[src/rtl/us_tof_pkg.sv]
`default_nettype none
// ============================================================================
// Module      : us_tof_pkg
// Description : Shared state encoding and register map for the ultrasonic
//               time-of-flight sequencer.
// Revision    : 1.0 - initial release
// ============================================================================
package us_tof_pkg;

    typedef enum logic [3:0] {
        ST_IDLE       = 4'd0,
        ST_WAIT_START = 4'd1,
        ST_FIRE       = 4'd2,
        ST_LISTEN     = 4'd3,
        ST_DONE       = 4'd4
    } state_t;

    // Register select values (bus address >> 8)
    localparam logic [7:0] REG_CTRL       = 8'h00;
    localparam logic [7:0] REG_START_TIME = 8'h01;
    localparam logic [7:0] REG_BURST_LEN  = 8'h02;
    localparam logic [7:0] REG_LISTEN_LEN = 8'h03;
    localparam logic [7:0] REG_STATUS     = 8'h04;
    localparam logic [7:0] REG_TX_STAMP   = 8'h05;
    localparam logic [7:0] REG_RX0_STAMP  = 8'h06;
    localparam logic [7:0] REG_RX1_STAMP  = 8'h07;
    localparam logic [7:0] REG_TOF0       = 8'h08;
    localparam logic [7:0] REG_TOF1       = 8'h09;

    // CTRL bit positions
    localparam int CTRL_ARM    = 0;
    localparam int CTRL_ABORT  = 1;
    localparam int CTRL_IRQ_EN = 2;

    // Value returned for unmapped register reads
    localparam logic [31:0] READ_DEFAULT = 32'hDEADBEEF;

endpackage
`default_nettype wire

[src/rtl/us_tof_sequencer_echo_edge_sync.sv]
`default_nettype none
// ============================================================================
// Module      : echo_edge_sync
// Description : Two-flop synchronizer for an asynchronous echo pulse followed
//               by a registered rising-edge detector (3-cycle latency).
// Revision    : 1.0 - initial release
// ============================================================================
module echo_edge_sync (
    input  logic clock,
    input  logic reset,
    input  logic echo_async,
    output logic rise_pulse
);

    logic sync_meta;
    logic sync_stable;
    logic sync_prev;

    // Synchronize, then register a one-cycle pulse on each 0->1 transition
    always_ff @(posedge clock or posedge reset) begin
        if (reset) begin
            sync_meta   <= 1'b0;
            sync_stable <= 1'b0;
            sync_prev   <= 1'b0;
            rise_pulse  <= 1'b0;
        end else begin
            sync_meta   <= echo_async;
            sync_stable <= sync_meta;
            sync_prev   <= sync_stable;
            rise_pulse  <= sync_stable && !sync_prev;
        end
    end

endmodule
`default_nettype wire

[src/rtl/us_tof_sequencer.sv]
`default_nettype none
// ============================================================================
// Module      : us_tof_sequencer
// Description : Schedules a piezo transmit burst at an RTC time, listens for
//               echoes on two receivers, timestamps them and reports TOF via
//               an Avalon-MM slave.
// Revision    : 1.0 - initial release
// ============================================================================
module us_tof_sequencer
    import us_tof_pkg::*;
#(
    parameter int CLOCK_SPEED_HZ = 50_000_000,
    parameter int N_ECHO         = 2
) (
    input  logic        clock,
    input  logic        reset,
    input  logic [31:0] time_cnt,
    input  logic [1:0]  echo_in,
    input  logic [15:0] avalon_slave_address,
    input  logic        avalon_slave_write,
    input  logic [31:0] avalon_slave_writedata,
    input  logic        avalon_slave_read,
    output logic [31:0] avalon_slave_readdata,
    output logic        avalon_slave_waitrequest,
    output logic        piezo_enable,
    output logic        busy,
    output logic        irq
);

    state_t            state;
    state_t            state_next;
    logic [31:0]       start_time;
    logic [31:0]       burst_len;
    logic [31:0]       listen_len;
    logic [31:0]       phase_cnt;
    logic [31:0]       tx_stamp;
    logic [31:0]       read_mux;
    logic [31:0]       start_delta;
    logic [31:0]       rx_stamp [N_ECHO];
    logic [31:0]       tof      [N_ECHO];
    logic [N_ECHO-1:0] rx_valid;
    logic [N_ECHO-1:0] rx_valid_next;
    logic [N_ECHO-1:0] capture;
    logic [N_ECHO-1:0] echo_rise;
    logic [7:0]        reg_sel;
    logic              irq_en;
    logic              done;
    logic              timeout;
    logic              rd_ready;
    logic              piezo_next;
    logic              wr_ctrl;
    logic              arm_req;
    logic              abort_req;
    logic              arm_accept;
    logic              cfg_wr_ok;
    logic              fire_entry;
    logic              unused_ok;

    assign reg_sel       = avalon_slave_address[15:8];
    assign wr_ctrl       = avalon_slave_write && (reg_sel == REG_CTRL);
    assign arm_req       = wr_ctrl && avalon_slave_writedata[CTRL_ARM];
    assign abort_req     = wr_ctrl && avalon_slave_writedata[CTRL_ABORT];
    assign arm_accept    = arm_req && !abort_req && (state == ST_IDLE);
    // Timing configuration is frozen while a measurement is in progress
    assign cfg_wr_ok     = avalon_slave_write && (state == ST_IDLE);
    // Wrap-safe "time_cnt has reached start_time" via sign of the difference
    assign start_delta   = time_cnt - start_time;
    assign fire_entry    = (state == ST_WAIT_START) && (state_next == ST_FIRE);
    assign rx_valid_next = rx_valid | capture;
    assign unused_ok     = ^{CLOCK_SPEED_HZ, avalon_slave_address[7:0]};

    generate
        for (genvar gi = 0; gi < N_ECHO; gi++) begin : g_echo
            echo_edge_sync u_sync (
                .clock      (clock),
                .reset      (reset),
                .echo_async (echo_in[gi]),
                .rise_pulse (echo_rise[gi])
            );
            assign capture[gi] = echo_rise[gi] && (state == ST_LISTEN)
                                 && !rx_valid[gi] && !abort_req;
            assign tof[gi]     = rx_valid[gi] ? (rx_stamp[gi] - tx_stamp) : 32'd0;
        end
    endgenerate

    // State register
    always_ff @(posedge clock or posedge reset) begin
        if (reset) state <= ST_IDLE;
        else       state <= state_next;
    end

    // Next-state decode; abort overrides every state
    always_comb begin
        state_next = state;
        if (abort_req) begin
            state_next = ST_IDLE;
        end else begin
            case (state)
                ST_IDLE:       if (arm_req) state_next = ST_WAIT_START;
                ST_WAIT_START: if (!start_delta[31]) state_next = ST_FIRE;
                ST_FIRE:       if (phase_cnt == 32'd1)
                                   state_next = (listen_len == 32'd0) ? ST_DONE : ST_LISTEN;
                ST_LISTEN:     if ((&rx_valid_next) || (phase_cnt == 32'd1))
                                   state_next = ST_DONE;
                ST_DONE:       state_next = ST_IDLE;
                default:       state_next = ST_IDLE;
            endcase
        end
    end

    // Decoded outputs
    always_comb begin
        busy                     = (state != ST_IDLE);
        irq                      = done && irq_en;
        piezo_next               = (state_next == ST_FIRE);
        avalon_slave_waitrequest = avalon_slave_read && !rd_ready;
    end

    // Burst gate gets its own flop so the transducer drive is glitch-free
    always_ff @(posedge clock or posedge reset) begin
        if (reset) piezo_enable <= 1'b0;
        else       piezo_enable <= piezo_next;
    end

    // Burst/listen countdown and transmit timestamp
    always_ff @(posedge clock or posedge reset) begin
        if (reset) begin
            phase_cnt <= '0;
            tx_stamp  <= '0;
        end else if (fire_entry) begin
            tx_stamp  <= time_cnt;
            phase_cnt <= (burst_len == 32'd0) ? 32'd1 : burst_len;
        end else if ((state == ST_FIRE) && (state_next == ST_LISTEN)) begin
            phase_cnt <= listen_len;
        end else if (((state == ST_FIRE) || (state == ST_LISTEN)) && (phase_cnt != 32'd0)) begin
            phase_cnt <= phase_cnt - 32'd1;
        end
    end

    // Configuration registers and result flags
    always_ff @(posedge clock or posedge reset) begin
        if (reset) begin
            irq_en     <= 1'b0;
            start_time <= '0;
            burst_len  <= '0;
            listen_len <= '0;
            done       <= 1'b0;
            timeout    <= 1'b0;
        end else begin
            if (wr_ctrl) irq_en <= avalon_slave_writedata[CTRL_IRQ_EN];
            if (cfg_wr_ok && (reg_sel == REG_START_TIME)) start_time <= avalon_slave_writedata;
            if (cfg_wr_ok && (reg_sel == REG_BURST_LEN))  burst_len  <= avalon_slave_writedata;
            if (cfg_wr_ok && (reg_sel == REG_LISTEN_LEN)) listen_len <= avalon_slave_writedata;
            if (arm_accept) begin
                done    <= 1'b0;
                timeout <= 1'b0;
            end else begin
                if ((state == ST_DONE) && !abort_req) done <= 1'b1;
                if ((state != ST_DONE) && (state_next == ST_DONE) && !(&rx_valid_next))
                    timeout <= 1'b1;
            end
        end
    end

    // Receive stamps: first edge per channel during LISTEN wins
    always_ff @(posedge clock or posedge reset) begin
        if (reset) begin
            rx_valid <= '0;
            for (int i = 0; i < N_ECHO; i++) rx_stamp[i] <= '0;
        end else begin
            for (int i = 0; i < N_ECHO; i++) begin
                if (arm_accept) begin
                    rx_valid[i] <= 1'b0;
                end else if (capture[i]) begin
                    rx_valid[i] <= 1'b1;
                    rx_stamp[i] <= time_cnt;
                end
            end
        end
    end

    // Register read multiplexer
    always_comb begin
        read_mux = READ_DEFAULT;
        case (reg_sel)
            REG_CTRL:       read_mux = {29'd0, irq_en, 2'b00};
            REG_START_TIME: read_mux = start_time;
            REG_BURST_LEN:  read_mux = burst_len;
            REG_LISTEN_LEN: read_mux = listen_len;
            REG_STATUS:     read_mux = {24'd0, state, timeout, rx_valid[1], rx_valid[0], done};
            REG_TX_STAMP:   read_mux = tx_stamp;
            REG_RX0_STAMP:  read_mux = rx_stamp[0];
            REG_RX1_STAMP:  read_mux = rx_stamp[1];
            REG_TOF0:       read_mux = tof[0];
            REG_TOF1:       read_mux = tof[1];
            default:        ;
        endcase
    end

    // One wait cycle per read: data is registered while waitrequest is high
    always_ff @(posedge clock or posedge reset) begin
        if (reset) begin
            rd_ready              <= 1'b0;
            avalon_slave_readdata <= '0;
        end else begin
            rd_ready <= avalon_slave_read && !rd_ready;
            if (avalon_slave_read && !rd_ready) avalon_slave_readdata <= read_mux;
        end
    end

endmodule
`default_nettype wire

[config.mk]
export PLATFORM = sky130hd
export DESIGN_NAME = us_tof_sequencer
export DESIGN_NICKNAME = d
export VERILOG_FILES = /design/src/rtl/us_tof_pkg.sv /design/src/rtl/us_tof_sequencer_echo_edge_sync.sv /design/src/rtl/us_tof_sequencer.sv
export SDC_FILE = /design/constraint.sdc
export NUM_CORES = 1
export LEC_CHECK = 0
export ABC_AREA = 1
export CAP_MARGIN = 20
export CORE_UTILIZATION = 55
export DETAILED_ROUTE_END_ITERATION = 8
export MAX_ROUTING_LAYER = met4
export PLACE_DENSITY = 0.74
export RECOVER_POWER = 25
export SYNTH_ARGS = -nofsm -noshare
export SYNTH_HDL_FRONTEND = slang
export SYNTH_HIERARCHICAL = 1
export SYNTH_SLANG_ARGS = --single-unit
export TNS_END_PERCENT = 100
[constraint.sdc]
create_clock -name clock -period 12.7 [get_ports clock]
set_input_delay 2.54 -clock clock [delete_from_list [all_inputs] [get_ports clock]]
set_output_delay 2.54 -clock clock [all_outputs]
set_load 0.1 [all_outputs]
After elaboration in Yosys (flattened, before gate mapping). Index checks and enable logic that the tools add are counted.

Output and inout port bits: 36. Register bits: 275. Input bits: 86.

Bitwise operators: 2. Equality and inequality tests: 18. $add $sub $neg: 4. Reduce and logical (&&, ||, !) cells: 48. Mux-type cells: 22.

Operators by type and width (count): $pmux 32 s10 (1); $mux 32 (6); $sub 32x32->32 (3); $logic_not 32->1 (2); $eq 32x1->1 const B (1); $eq 8x3->1 const B (4); $reduce_bool 32->1 (1); $sub 32x1->32 const B (1); $logic_and 1x1->1 (25); $mux 4 (5); $eq 4x2->1 const B (4); $eq 8x2->1 const B (2); $eq 8x4->1 const B (2); $pmux 4 s4 (1); $eq 4x3->1 const B (2); $eq 8x1->1 const B (1); $logic_not 8->1 (1); $mux 1 (8); $reduce_bool 2->1 (4); $logic_not 1->1 (7); $reduce_and 2->1 (3); $eq 4x1->1 const B (1); $logic_not 4->1 (1); $ne 4x3->1 const B (1); other kinds (6) (7).

Longest topological paths before layout. Gate-level depths: netlist of run 1.

Depth in word-level cells: 16. Mapped depth: 23.

By module. Netlist of run 1, hierarchy kept.

By module, submodules not included: us_tof_sequencer (instances 1, sequential area each 6681.4 um^2, area each 17958.5 um^2, cells each 2547); echo_edge_sync (instances 2, sequential area each 100.1 um^2, area each 113.9 um^2, cells each 7).

Worst setup path after synthesis of run 1. Ideal clock, no wire load.

Path kind: in2out. Start: in avalon_slave_read. End: out avalon_slave_waitrequest. Buffers on the path: 2. Data arrival time: 4086 ps. Stages on the path: 4. Slack: 6074 ps. Path through: inv_1 nor2_1 clkbuf_1 clkbuf_1.

Cells in the longest elaborated chain, start to end: 1.

Ends and longest elaborated chain: start: declaration (line us_tof_sequencer.sv:22) `input logic avalon_slave_read,`; $logic_and 1x1->1 (line us_tof_sequencer.sv:116) `avalon_slave_waitrequest = avalon_slave_read && !rd_ready;`; end: declaration (line us_tof_sequencer.sv:24) `output logic avalon_slave_waitrequest,`.

No other way between the ends.

Worst setup path in the final report of run 1. Same ends and word-level chain as after synthesis.

==> impl_metrics.json, run 1 <==
{
  "yosysUniqueCellTypes": 54,
  "slew_violations": 162,
  "finalSetupViolCount": 0,
  "cts_hold_buf": 0,
  "rows": 66,
  "synth_nets": 2743,
  "cts_max_level": 1,
  "met3_length_mm": 5.79,
  "wl_met1_mm": 27.0,
  "ys_ff_latch": 275,
  "ys.flop_type": "dfrtp_1",
  "avgSynthCellArea_um2": 7.10,
  "crit_fanout": 43,
  "critPathCapture": "avalon_slave_waitrequest",
  "vias": 18300,
  "violations": "max-capacitance violations, max-slew violations",
  "cap_violations": 2,
  "cp.required_ns": 10.16,
  "nFillCells": 2936,
  "hold_violations": 0,
  "grt_pass1_vias": 17300,
  "fin_cells": 3101,
  "die_width_um": 184,
  "p_per_area_mw_per_mm2": 102,
  "utilization": 0.641,
  "whs_ns": 0.367,
  "yosysWarnings": 6,
  "cts_resized": 0,
  "route.met2.wl_mm": 27.1,
  "r2r-start": "state[2]",
  "arrival_ns": 6.19,
  "async_flop_share": 1.00,
  "drive_gt1_frac": 0.0436,
  "viasPerCell": 5.91,
  "irDropWorstVdd_mv": 0.131,
  "antenna_left": 0,
  "grt_start_max_net_pins": 118,
  "setup.worst_path.start": "avalon_slave_read",
  "r2r_cells": 19,
  "post_cts_buffers": 0,
  "dieArea_mm2": 0.0338,
  "critical_path.max_stage_delay_ns": 1.65,
  "antenna_found_initial": 0,
  "ys_seq_area_frac": 0.378,
  "wl_per_cell_um": 20.1,
  "worst-setup-path-type": "in -> out",
  "cts_made_buffers": 31,
  "track_usage": 0.383,
  "power_leakage_nw": 9.93,
  "worstPathCellList": "clkdlybuf4s50_1 -> inv_1 -> nor2_4 -> clkbuf_1 -> clkdlybuf4s50_1",
  "numPortBuffers": 113,
  "fin_nets": 2816,
  "io_pins": 122,
  "hold_class": "reg -> reg",
  "clockRootBuffer": "clkbuf_16",
  "r2r-end": "phase_cnt[10]",
  "worst_slew_pin_slew_ns": 5.51,
  "place_ws_ns": 4.58,
  "syn-cell-area_mm2": 0.0182,
  "wl_mm": 62.2,
  "multi_input_area_mm2": 0.00965,
  "rrSetupSlack_ns": 7.23,
  "cts.sinks": 275,
  "status": "finished with violations",
  "top_layer": "met4",
  "hpwl_mm": 46.7,
  "dp_cells": 3041,
  "syn_inst": 2561,
  "min_period_over_period": 0.688,
  "synth_edf_count": 0,
  "clk_pin_slew_ns": 0.06,
  "drt_first_pass_iters": 6,
  "gp_congestion": 1.02,
  "setup_ws_ns": 3.97,
  "grt_overflow": 0,
  "rsz0062_at_grt": "no",
  "drt_iter0_drc": 2055,
  "drc_errors": 0,
  "cts_tree": "done",
  "cp-start-kind": "primary input",
  "syn_to_final_growth_pct": 14.7,
  "fin_crit_ns": 8.73,
  "n_antenna_cell": 0,
  "clockBufferDepth": 3,
  "fin_skew_ns": 0.0173,
  "die-height_um": 184,
  "fmax_ghz": 0.114,
  "slew_headroom": -2.69,
  "clock_latency_ns": 0.60,
  "end_kind": "primary output",
  "crit_top_cell": "clkdlybuf4s50_1",
  "start_util": 0.559,
  "fin_tns_setup_ns": 0,
  "grt_pass1_wl_mm": 96.4,
  "cpMaxStageDelayCell": "clkbuf_1",
  "core_area_mm2": 0.0325,
  "ff_latch_area_mm2": 0.00688
}
## layout by cell type, fill, tap and decap left out, types with 18 or more instances in the layout
master,count
o21ai_0,288
nand4_1,66
nor3_1,22
xor2_1,18
inv_1,328
ha_1,94
dfrtp_1,275
nor2_1,181
clkbuf_16,31
o21ai_1,34
clkdlybuf4s50_1,109
nand2_1,690
a21oi_1,122
nand3_1,152
## power breakdown
group / internal [mW] / leakage, nW / switching [mW]
logic: 0.0517 / 5.82 / 0.105
registers: 0.891 / 3.52 / 0.0132
clock network: 0.662 / 0.597 / 0.399
## kinds of logic (layout without fill, tap and decap cells)
group	count (synthesis)	count (layout)	synth area share
xor+xnor	35	35	0.0169
flops	275	275	0.378
fa+ha+maj	96	96	0.0669
simple gates	1175	1175	0.276
compound gates	551	551	0.169
buf+inv	428	526	0.0927
other cells	1	1	0.000206
## layer usage
metal | vias up | GRT usage
met5 | - | -
met4 | 0 | 0.131
met3 | 155 | 0.0707
met2 | 888 | 0.572
met1 | 8652 | 0.521
li1 | 8641 | -
## synthesized netlist by cell type, types with 5 or more instances
master       n  area (um2)
a31oi_1      8        50.1
a2111oi_0    5        43.8
nand2_1    695        2610
nand3_1    152         761
nor2_1     181         679
buf_6        5        56.3
o21ai_1     34         170
nand3b_1     9        67.6
buf_4        5        37.5
ha_1        94        1180
a21o_1       9        67.6
o21ai_0    288        1440
a221oi_1    13         114
xor2_1      18         158
nand4_1     66         413
inv_1      329        1230
nor4_1      15        93.8
xnor2_1     17         149
o2111a_1     5        56.3
o22ai_1      9        56.3
or2_2       16         100
buf_2       18        90.1
dfrtp_1    275        6880
a22oi_1      9        67.6
a211oi_1    13        97.6
clkbuf_1    64         240
o2111ai_1    9        78.8
nor3_1      23         115
a21oi_1    122         611
## registers in the layout, indices dropped and copies added (netlist names), 2 cells and up
signal and count:
avalon_slave_readdata 32, burst_len 32, g_echo.u_sync/rise_pulse 2, g_echo.u_sync/sync_meta 2, g_echo.u_sync/sync_prev 2, g_echo.u_sync/sync_stable 2
listen_len 32, phase_cnt 32, rx_stamp 64, rx_valid 2, start_time 32, state 4
tx_stamp 32
## metrics by stage
step | power [mW] | area, um2
after global routing | 2.18 | 20900
after CTS | 2.13 | 20800
after detailed placement | 1.07 | 19600
final | 2.12 | 20900
after floorplan | 1.01 | 18200
after global placement | 1.07 | 19600
## how the worst min path moves through the flow
stage | depth (start not counted) | to | slack, ns | start
after floorplan | 0 | g_echo[0].u_sync/sync_stable | 0.33 | g_echo[0].u_sync/sync_meta
after global placement | 0 | g_echo[1].u_sync/sync_stable | 0.34 | g_echo[1].u_sync/sync_meta
after detailed placement | 0 | g_echo[1].u_sync/sync_stable | 0.36 | g_echo[1].u_sync/sync_meta
after CTS | 0 | g_echo[0].u_sync/sync_stable | 0.37 | g_echo[0].u_sync/sync_meta
after global routing | 0 | g_echo[1].u_sync/sync_stable | 0.37 | g_echo[1].u_sync/sync_meta
final | 0 | g_echo[0].u_sync/sync_stable | 0.37 | g_echo[0].u_sync/sync_meta
## worst max-delay path: cells and delay by family
| family | cells | cell delay [ns] |
|---|---|---|
| buffers and inverters | 4 | 3.59 |
| and+or+nand+nor | 1 | 0.06 |
## layout make-up
type | count | area share
timing repair buffer | 133 | 0.0626
clock inverter | 19 | 0.0168
tap | 442 | 0.0265
inverter | 335 | 0.0604
multi-input combinational | 1858 | 0.463
clock buffer | 39 | 0.0410
sequential | 275 | 0.330
No activity file was read; power rests on OpenSTA's default activity.
==> run 2, diff against run 1 <==
- clock period: 12.7 -> 8.15 ns (I/O delays scaled with it)
==> run 2 against run 1 <==
Net effect:
- the run still ends with max-capacitance violations, max-slew violations left
- worst setup slack got worse by 2.7 ns
- total power increased by 48%
- clock skew decreased by 0.0068 ns
- clock power increased by 41%
- critical path type unchanged
- largest power group unchanged
- highest routed layer unchanged
==> impl_metrics.json, run 2 (synthesis gave the netlist of run 1 again) <==
{
  "numPortBuffers": 113,
  "crit_fanout": 43,
  "cts_hold_buf": 0,
  "placed_cell_area_mm2": 0.0196,
  "gp_congestion": 1.06,
  "fin_nets": 2818,
  "hold_class": "reg -> reg",
  "power_leakage_nw": 9.88,
  "die_width_um": 184,
  "slew_headroom": -1.31,
  "core_area_mm2": 0.0325,
  "status": "finished with violations",
  "cp-start-kind": "primary input",
  "min_period_over_period": 0.848,
  "post_cts_buffers": 0,
  "drive_gt1_frac": 0.0436,
  "finalSetupViolCount": 0,
  "grt_pass1_vias": 17000,
  "largest_reg_flops": 64,
  "drt_iter0_drc": 1840,
  "cts_tree": "done",
  "hpwl_mm": 46.3,
  "wl_per_cell_um": 19.6,
  "die-height_um": 184,
  "p_per_area_mw_per_mm2": 151,
  "cts_resized": 0,
  "track_usage": 0.373,
  "cap_violations": 3,
  "clk_pin_slew_ns": 0.06,
  "hold_violations": 0,
  "antenna_found_initial": 0,
  "wl_mm": 60.9,
  "antenna_left": 0,
  "clock_latency_ns": 0.58,
  "cts_max_level": 1,
  "slew_violations": 223,
  "io_pins": 122,
  "dieArea_mm2": 0.0338,
  "viasPerCell": 5.87,
  "clockBufferDepth": 3,
  "largest_register": "rx_stamp",
  "cts.sinks": 275,
  "syn_to_final_growth_pct": 14.1,
  "final_area_mm2": 0.0207,
  "start_util": 0.559,
  "end_kind": "primary output",
  "cts_made_buffers": 31,
  "irDropWorstVdd_mv": 0.172,
  "worst_slew_pin_slew_ns": 3.46,
  "rsz0062_at_grt": "no",
  "grt_overflow": 0,
  "fmax_ghz": 0.145,
  "grt_pass1_wl_mm": 94.3,
  "grt_start_max_net_pins": 139,
  "clockRootBuffer": "clkbuf_16",
  "n_antenna_cell": 0,
  "drt_first_pass_iters": 6,
  "vias": 18200,
  "drc_errors": 0,
  "rows": 66,
  "worst-setup-path-type": "in -> out",
  "cp.required_ns": 6.52,
  "arrival_ns": 5.28,
  "violations": "max-capacitance violations, max-slew violations",
  "fin_skew_ns": 0.0105,
  "fin_crit_ns": 6.91,
  "fin_tns_setup_ns": 0,
  "layout_common_cells": "nand2_1 (690), inv_1 (328), o21ai_0 (288)",
  "final_common_cell": "nand2_1"
}
## run 2: cell type report
| type | instances | area [um2] |
|---|---|---|
| repair buffers | 135 | 1320 |
| clock buffers | 40 | 870 |
| multi-input cells | 1858 | 9650 |
| fillers | 2975 | 11800 |
| inverters | 335 | 1260 |
| flip-flops and latches | 275 | 6880 |
| well taps | 442 | 553 |
| clock inverters | 16 | 214 |
## run 2: power breakdown
| group | total [mW] | internal [mW] | switching [mW] |
|---|---|---|---|
| clock network | 1.49 | 0.904 | 0.583 |
| logic | 0.240 | 0.0790 | 0.161 |
| registers | 1.41 | 1.39 | 0.0202 |
## run 2: final timing paths
path                                                 to  slack (ns)                       start  cells past startpoint
hold reg to reg            g_echo[0].u_sync/sync_stable        0.36  g_echo[0].u_sync/sync_meta                      0
min in group asynchronous    g_echo[0].u_sync/sync_prev        1.44                       reset                      2
setup reg to reg              avalon_slave_readdata[31]        3.06                    rd_ready                     10
hold / removal             g_echo[0].u_sync/sync_stable        0.36  g_echo[0].u_sync/sync_meta                      0
max in group asynchronous                  rx_stamp[30]        2.74                       reset                      3
setup / recovery               avalon_slave_waitrequest        1.24           avalon_slave_read                      5
## run 2: routing by layer
layer  part of all wire  up-vias  GRT usage
li1                   -     8643          -
met1               0.44     8607      0.515
met2               0.45      844      0.570
met3              0.086      114     0.0511
met4              0.029        0      0.111
met5                  0        -          -
## run 2: through the flow
step | hold WS, ns | power (mW) | setup slack, ns | std cells | util
final | 0.363 | 3.14 | 1.24 | 3101 | 0.638
after global routing | 0.376 | 3.22 | 1.15 | 3101 | 0.638
after CTS | 0.365 | 3.15 | 2.57 | 3098 | 0.637
after detailed placement | 0.339 | 1.67 | 1.97 | 3042 | 0.603
after global placement | 0.340 | 1.67 | 2.08 | 3042 | 0.603
after floorplan | 0.331 | 1.57 | 2.99 | 2561 | -
## run 2: critical path: stages
cell,delay [ns]
clkdlybuf4s50_1,0.46
inv_1,0.06
nor2_4,0.07
clkbuf_1,1.64
clkdlybuf4s50_1,1.42
==> run 3, diff against run 2 <==
- PLACE_DENSITY: 0.74 -> 0.77
- clock period: 8.15 -> 6 ns (I/O delays scaled with it)
==> run 3 against run 2 <==
Net effect:
- the flow still finishes with violations (max-capacitance violations, max-slew violations)
- sequential share of layout area is 0.086 points higher
- total power is 33% higher
- global-route usage is 0.27 points higher
- hold slack worse by 0.0034 ns
- sequential cell count stayed put
- die area stayed put
- design area is 0.26% lower
- clock power is 30% higher
- clock skew is 0.016 ns higher
==> impl_metrics.json, run 3 (synthesis gave the netlist of run 1 again) <==
{
  "irDropWorstVdd_mv": 0.291,
  "post_cts_buffers": 0,
  "p_per_area_mw_per_mm2": 202,
  "fin_crit_ns": 5.04,
  "cts_hold_buf": 0,
  "rows": 66,
  "numPortBuffers": 113,
  "clkPwrFrac": 0.464,
  "worstPathCellList": "clkdlybuf4s50_1 -> inv_1 -> nor2_4 -> clkbuf_1 -> buf_4",
  "drive_gt1_frac": 0.0455,
  "grt_start_max_net_pins": 161,
  "finalSetupViolCount": 0,
  "holdPathStages": 0,
  "status": "finished with violations",
  "io_pins": 122,
  "clock_latency_ns": 0.61,
  "fin_tns_setup_ns": 0,
  "largest_reg_flops": 64,
  "arrival_ns": 3.84,
  "dieArea_mm2": 0.0338,
  "cts_resized": 0,
  "slew_violations": 204,
  "cts_tree": "done",
  "die_width_um": 184,
  "crit_fanout": 42,
  "worst_slew_pin_slew_ns": 2.21,
  "wl_per_cell_um": 19.6,
  "p_sw_mw": 1.06,
  "min_period_over_period": 0.840,
  "antenna_found_initial": 0,
  "hold_class": "reg -> reg",
  "n_antenna_cell": 0,
  "critical_path.max_stage_delay_ns": 1.52,
  "final_common_cell": "nand2_1",
  "track_usage": 0.376,
  "syn_to_final_growth_pct": 13.8,
  "p_sw_frac": 0.254,
  "r2r-end": "phase_cnt[1]",
  "r2r-start": "phase_cnt[20]",
  "end_kind": "primary output",
  "grt.busiest_layer": "met2",
  "cp-start-kind": "primary input",
  "rrSetupSlack_ns": 1.83,
  "hold_violations": 0,
  "core_area_mm2": 0.0325,
  "drc_errors": 0,
  "setup_ws_ns": 0.958,
  "slew_headroom": -0.475,
  "fin_nets": 2821,
  "grt_use_met3": 0.0582,
  "clk_pin_slew_ns": 0.06,
  "grt_pass1_wl_mm": 94.7,
  "comb_power_share": 0.078,
  "place_ws_ns": 0.719,
  "vias": 18200,
  "viasPerCell": 5.88,
  "cp.required_ns": 4.80,
  "hpwl_mm": 46.8,
  "rsz0062_at_grt": "no",
  "drt_iter0_drc": 2100,
  "cap_violations": 2,
  "clockBufferDepth": 3,
  "fin_skew_ns": 0.0265,
  "met1_usage": 0.521,
  "cts.sinks": 275,
  "violations": "max-capacitance violations, max-slew violations",
  "worst-setup-path-type": "in -> out",
  "drt_first_pass_iters": 6,
  "gp_congestion": 1.01,
  "die-height_um": 184,
  "cts_made_buffers": 31,
  "start_util": 0.559,
  "grt_overflow": 0,
  "r2r_cells": 16,
  "cp_top_family": "buffers and inverters",
  "hp-start": "g_echo[1].u_sync/sync_meta",
  "clockRootBuffer": "clkbuf_16",
  "grt_pass1_vias": 16900,
  "pwr-share-seq": 0.458,
  "wl_mm": 60.9,
  "internal_power_mw": 3.12,
  "power_leakage_nw": 9.86,
  "cpMaxStageDelayCell": "clkbuf_1",
  "crit_buf_inv": 4,
  "layout_common_cells": "nand2_1 (690), inv_1 (328), o21ai_0 (288)",
  "fmax_ghz": 0.198,
  "met2_usage": 0.569,
  "antenna_left": 0,
  "holdPathEnd": "g_echo[1].u_sync/sync_stable",
  "largest_register": "rx_stamp",
  "cts_max_level": 1
}
-- run 3: cell count changes in the layout (fill, tap and decap cells not counted), sizes merged --
cell and change:
buf +4, bufinv -3, inv +2, clkbuf +1, clkdlybuf4s50 -1
-- run 3: worst reg2reg max path, delay by kind of cell (launching register included) --
family | cells | cell delay [ns]
buf+inv | 4 | 1.19
simple gates | 11 | 2.34
compound gates | 1 | 0.12
flops | 1 | 0.43
-- run 3: worst max-delay path by stage --
stage                                 start                       end  slack (ns)  cells past startpoint
finish                    avalon_slave_read  avalon_slave_waitrequest        0.96                      5
global route              avalon_slave_read  avalon_slave_waitrequest        0.75                      5
CTS                            time_cnt[14]              phase_cnt[1]        1.29                     19
detailed placement             time_cnt[14]             phase_cnt[28]        0.72                     19
global placement    avalon_slave_address[9]             phase_cnt[27]        0.83                     18
floorplan                             reset  avalon_slave_readdata[0]        1.27                      1
-- run 3: routing by layer --
layer  share of wire  wire (um)  up-vias
li1                -          -     8644
met1            0.44      26600     8633
met2            0.44      27000      835
met3           0.089       5410      124
met4           0.031       1880        0
met5               0          0        -
-- run 3: final cells by class --
| cell class | instances | area [um2] |
|---|---|---|
| multi-input combinational | 1858 | 9650 |
| timing repair buffer | 138 | 1310 |
| fill | 2999 | 11800 |
| sequential | 275 | 6880 |
| tap | 442 | 553 |
| inverter | 335 | 1260 |
| clock buffer | 41 | 883 |
| clock inverter | 15 | 159 |
-- run 3: through the flow --
stage	util	area (um2)	power, mW	hold WS, ns	cells
finish	0.636	20700	4.18	0.360	3104
global route	0.636	20700	4.30	0.372	3104
CTS	0.637	20700	4.20	0.362	3104
detailed placement	0.605	19700	2.27	0.338	3048
global placement	0.605	19700	2.26	0.342	3048
floorplan	-	18200	2.13	0.331	2561
-- run 3: power groups by stage --
stage	Combinational, mW	Sequential (mW)	Clock [mW]
finish	0.325	1.91	1.94
global placement	0.319	1.94	0
CTS	0.328	1.91	1.96
floorplan	0.143	1.98	0
detailed placement	0.326	1.95	0
global route	0.357	1.92	2.03
